File: config.mk
export PLATFORM = sky130hd
export DESIGN_NAME = shift_sequencer
export DESIGN_NICKNAME = d
export VERILOG_FILES = /design/src/rtl/shift_pkg.sv /design/src/rtl/shift_step.sv /design/src/rtl/shift_sequencer.sv
export SDC_FILE = /design/constraint.sdc
export NUM_CORES = 1
export LEC_CHECK = 0
export CAP_MARGIN = 5
export CORE_MARGIN = 8
export CORE_UTILIZATION = 45
export CTS_CLUSTER_DIAMETER = 50
export CTS_CLUSTER_SIZE = 30
export DETAILED_ROUTE_END_ITERATION = 10
export HOLD_SLACK_MARGIN = 0.15
export MAX_ROUTING_LAYER = met4
export PLACE_DENSITY_LB_ADDON = 0.2
export SLEW_MARGIN = 5
export SYNTH_ARGS = -nofsm -noshare
export SYNTH_HDL_FRONTEND = slang
export SYNTH_SLANG_ARGS = --single-unit
File: constraint.sdc
create_clock -name clk -period 2.64 [get_ports clk]
set_input_delay 0.66 -clock clk [delete_from_list [all_inputs] [get_ports clk]]
set_output_delay 0.66 -clock clk [all_outputs]
set_load 0.005 [all_outputs]
File: src/rtl/shift_pkg.sv
// Shared types and constants for the multi-pass shift sequencer.
package shift_pkg;

    typedef enum logic [1:0] {
        IDLE = 2'd0,
        RUN  = 2'd1,
        DONE = 2'd2
    } state_t;

    localparam int unsigned STEP_MAX = 7;
    localparam int unsigned STEP_W   = 3;

    localparam logic DIR_LEFT  = 1'b0;
    localparam logic DIR_RIGHT = 1'b1;

endpackage

File: src/rtl/shift_step.sv
// Single shift pass of 0..7 bits; right shifts fill with zero or the current MSB.
module shift_step
    import shift_pkg::*;
#(
    parameter int unsigned WIDTH = 8
) (
    input  logic [WIDTH-1:0]  data,
    input  logic [STEP_W-1:0] step,
    input  logic              dir,
    input  logic              arith,
    output logic [WIDTH-1:0]  result
);

    logic             sign;
    logic [WIDTH-1:0] fill_mask;

    always_comb begin
        result    = data;
        sign      = arith & data[WIDTH-1];
        // Vacated high bits after a right shift; steps >= WIDTH mark every bit.
        fill_mask = ~({WIDTH{1'b1}} >> step);
        if (dir == DIR_RIGHT) begin
            result = (data >> step) | (fill_mask & {WIDTH{sign}});
        end else begin
            result = data << step;
        end
    end

endmodule

File: src/rtl/shift_sequencer.sv
// Accepts one shift request, applies it in passes of at most STEP_MAX bits,
// and holds the result until the consumer takes it.
module shift_sequencer
    import shift_pkg::*;
#(
    parameter int unsigned WIDTH = 8,
    parameter int unsigned AMT_W = 5
) (
    input  logic             clk,
    input  logic             rst,
    input  logic             in_valid,
    output logic             in_ready,
    input  logic [WIDTH-1:0] in_data,
    input  logic [AMT_W-1:0] in_amt,
    input  logic             in_dir,
    input  logic             in_arith,
    output logic             out_valid,
    input  logic             out_ready,
    output logic [WIDTH-1:0] out_data,
    output logic             busy
);

    localparam int unsigned REM_W = AMT_W + STEP_W;

    state_t state;
    state_t next_state;

    logic [WIDTH-1:0]  data_q;
    logic [AMT_W-1:0]  remaining;
    logic              dir_q;
    logic              arith_q;

    logic              accept_c;
    logic [REM_W-1:0]  rem_wide_c;
    logic [STEP_W-1:0] step_c;
    logic              last_step_c;
    logic [WIDTH-1:0]  step_data_c;

    // Step selection: min(remaining, STEP_MAX), widened so any AMT_W compares safely.
    always_comb begin
        accept_c    = in_valid && (state == IDLE);
        rem_wide_c  = REM_W'(remaining);
        step_c      = rem_wide_c[STEP_W-1:0];
        last_step_c = (rem_wide_c <= REM_W'(STEP_MAX));
        if (!last_step_c) begin
            step_c = STEP_W'(STEP_MAX);
        end
    end

    shift_step #(
        .WIDTH (WIDTH)
    ) u_shift_step (
        .data   (data_q),
        .step   (step_c),
        .dir    (dir_q),
        .arith  (arith_q),
        .result (step_data_c)
    );

    always_ff @(posedge clk or posedge rst) begin
        if (rst) begin
            state <= IDLE;
        end else begin
            state <= next_state;
        end
    end

    always_comb begin
        next_state = state;
        case (state)
            IDLE: begin
                if (accept_c) begin
                    next_state = (in_amt != '0) ? RUN : DONE;
                end
            end
            RUN: begin
                if (last_step_c) begin
                    next_state = DONE;
                end
            end
            DONE: begin
                if (out_ready) begin
                    next_state = IDLE;
                end
            end
            default: next_state = IDLE;
        endcase
    end

    // Handshake outputs decode only the state register, never the inputs.
    always_comb begin
        in_ready  = 1'b0;
        out_valid = 1'b0;
        busy      = 1'b0;
        in_ready  = (state == IDLE);
        out_valid = (state == DONE);
        busy      = (state != IDLE);
    end

    always_ff @(posedge clk or posedge rst) begin
        if (rst) begin
            data_q    <= '0;
            remaining <= '0;
            dir_q     <= DIR_LEFT;
            arith_q   <= 1'b0;
        end else if (accept_c) begin
            data_q    <= in_data;
            remaining <= in_amt;
            dir_q     <= in_dir;
            arith_q   <= in_arith;
        end else if (state == RUN) begin
            data_q    <= step_data_c;
            remaining <= AMT_W'(rem_wide_c - REM_W'(step_c));
        end
    end

    assign out_data = data_q;

endmodule

==> flow_summary.toml <==
[status]
status = "finished, final reports clean"

[timing]
relSlewSlack_pct = 52.4
grt_setup_unrepaired = "no"
max_clock_freq_mhz = 408
slew_viol_final = 0
setup_total_negative_slack_ns = 0
final.min_clock_period_ns = 2.45
worst_pin_slew_ns = 0.714
setup-violations-final = 0
worst_clock_skew_ns = 0.00697
timing.final.ws_setup_ns = 0.188
final_min_period_over_clock_period_pct = 92.9
finalHoldViolations = 0

[hold_path]
worstHoldStart = "arith_q$_DFFE_PP0P_"
hold-path-endpoint = "arith_q$_DFFE_PP0P_"
worst_hold_path_type = "reg2reg"
worst_hold_path.num_cells = 2

[clock_network]
path_clk_slew_ns = 0.12
cts.sink_count = 17
cts-htree-levels = 1
clk_latency_ns = 0.30
cts.repair_timing.setup_buffer_count = 0
cts_root_buf = "sky130_fd_sc_hd__clkbuf_4"
holdBufCountCts = 0
tritoncts = "yes"
cts-buffers-inserted = 3
cts.path.max_buffers = 2
cts_resized = 0

[yosys]
postSynthNetCount = 224
leading_register_cell_type_out_of_synthesis = "sky130_fd_sc_hd__dfrtp_1"
yosysWarningCount = 0
postSynthRegisterBits = 17
synth_largest_type_area_fraction_pct = 27.6
synth_enable_flop_cells = 0
synthTopCellsByArea = "sky130_fd_sc_hd__dfrtp_1, sky130_fd_sc_hd__a21oi_1, sky130_fd_sc_hd__nand2_1"
synthArstFlopShare_pct = 100
syn-cell-area_sq_um = 1540
post_synth_inst_count = 204
yosysUniqueCellTypes = 49
average_cell_area_after_synthesis_sq_um = 7.56
synth_top_cell_by_area = "sky130_fd_sc_hd__dfrtp_1"
yosysSeqAreaShare_pct = 27.6

[die]
die-area_sq_um = 5550
die_x_microns = 74.5
coreArea_sq_um = 3310
rows = 21
chipHeight_microns = 74.5
io_pins = 30
floorplan.initialDensity_pct = 46.6

[flow_run]
max_cap_viol_count = 0

[placement]
dp_slack_ns = 0.124
dpl.hpwl_microns = 3830
gp_congestion = 0.975
buffer_ports.inserted = 29

[critical_path]
crit_path_start_kind = "flip-flop"
worst-endpoint-arrival_ns = 1.79
critical_path_cell_list = "nor2_1, inv_1, clkdlybuf4s50_1"
worst_setup_path_end_kind = "output port"
timing.critical_path.required_ns = 1.98
biggest_fanout_along_the_worst_timing_path = 16
critPathSlowestCell = "sky130_fd_sc_hd__dfrtp_1"
reg2reg_slack_ns = 0.56
criticalPathCategory = "reg2out"
crit_path_max_incr_delay_ns = 0.68
worstReg2RegEnd = "out_data[2]$_DFFE_PP0P_"
rr_worst_depth = 5
reg2reg_start = "remaining[3]$_DFFE_PP0P_"

[power_and_ir_drop]
vdd.ir_drop.worst_mv = 0.552
power-per-cell-area_nw_per_um2 = 1230
leakage_nw = 0.750

[global_routing]
largest_net_degree_at_the_start_of_global_routing = 18
global_route_wire_length_before_repair_microns = 8520
grt_remaining_overflow = 0
grt_antenna_before_repair = 0
groute.usage.overall_pct = 20.1
vias_in_the_first_global_route = 1669

[route]
avgViaCountPerCell = 6.22
num_vias = 1711
initial_drt_pass_iterations = 5
avgRoutedWirePerCell_microns = 18.7
remaining_drc_errors = 0
drt_first_iter_violations = 232
drt_wl_total_microns = 5140
drtAntennaViolNets = 0

[cells_and_area]
nFillCells = 359
design.final.nets = 250
seq_area_sq_um = 425
layout_common_cells = "sky130_fd_sc_hd__clkdlybuf4s50_1, sky130_fd_sc_hd__nand2_1, sky130_fd_sc_hd__a21oi_1"
layout_commonest_cell = "sky130_fd_sc_hd__clkdlybuf4s50_1"
area_growth_syn_to_layout_pct = 23.2
multi_input_area_sq_um = 1000
layout-drive-gt1-share_pct = 8.73
layout.core_utilization_pct = 57.4
antenna_diodes = 0
registers in the layout (all words and copies together) (netlist names):
register,cells
arith_q,1
dir_q,1
state,2
remaining,5
out_data,8
cells by family (layout without fill, tap and decap cells):
logic type / after synthesis / after routing / share of synthesized area (%)
compound gates: 72 / 72 / 30.5
flops: 17 / 17 / 27.6
buf+inv: 25 / 50 / 7.22
mux: 10 / 10 / 8.60
fa+ha+maj: 1 / 1 / 0.812
simple gates: 79 / 79 / 25.2
cell type report:
class | instances | share of cell area [%]
Inverter | 9 | 1.78
Tap cell | 46 | 3.03
Multi-Input combinational cell | 162 | 52.9
Timing Repair Buffer | 37 | 18.4
Clock inverter | 1 | 0.264
Clock buffer | 3 | 1.19
Sequential cell | 17 | 22.4
worst max-delay path by stage:
stage                                        start                       end  slack [ns]  cells past startpoint
after floorplan           remaining[3]$_DFFE_PP0P_  remaining[2]$_DFFE_PP0P_        0.77                      8
after global placement                    in_valid   out_data[6]$_DFFE_PP0P_        0.25                      5
after detailed placement                  in_valid   out_data[6]$_DFFE_PP0P_        0.12                      5
after CTS                     state[0]$_DFFE_PP0P_                      busy        0.20                      3
after global routing          state[0]$_DFFE_PP0P_                      busy        0.11                      3
final                         state[0]$_DFFE_PP0P_                      busy        0.19                      3
metrics by stage:
| stage | cell area (sq um) | power [mW] | std cells | hold WS (ns) |
|---|---|---|---|---|
| global placement | 1870 | 2.16 | 271 | 0.595 |
| global route | 1900 | 2.56 | 275 | 0.682 |
| CTS | 1900 | 2.33 | 275 | 0.626 |
| floorplan | 1540 | 1.64 | 204 | 0.530 |
| detailed placement | 1870 | 2.17 | 271 | 0.601 |
| finish | 1900 | 2.35 | 275 | 0.628 |
critical path, delay by kind of cell (launching register included):
family	cells	cell delay (ns)
buf+inv	2	0.62
simple gates	1	0.18
flops	1	0.68
Yosys cell counts, drive strengths merged (2+ instances only):
library cell and instances:
a211oi 4, a21oi 20, a221oi 2, a22oi 3, a31o 2, a31oi 3, a32oi 4, and3 3
buf 5, clkbuf 11, dfrtp 17, inv 9, mux2 3, mux2i 5, mux4 2, nand2 25
nand2b 6, nand3 4, nand4 2, nor2 18, nor2b 4, nor3 5, nor4 3, o2111ai 3
o211ai 3, o21a 2, o21ai 15, o22ai 3, or3 4
power breakdown:
part	internal, mW	switching [mW]
Clock	0.0565	0.0967
Combinational	0.700	0.766
Sequential	0.385	0.340
Total	1.14	1.20
metal layers:
| layer | wire length [microns] | share of wire [%] | vias up | GRT usage (%) |
|---|---|---|---|---|
| met3 | 419 | 8.2 | 8 | 2.70 |
| met1 | 2310 | 45 | 803 | 28.1 |
| met5 | 0 | 0 | - | - |
| li1 | - | - | 813 | - |
| met2 | 2330 | 45 | 87 | 29.1 |
| met4 | 76 | 1.5 | 0 | 6.09 |
No activity file was read; power rests on OpenSTA's default activity.
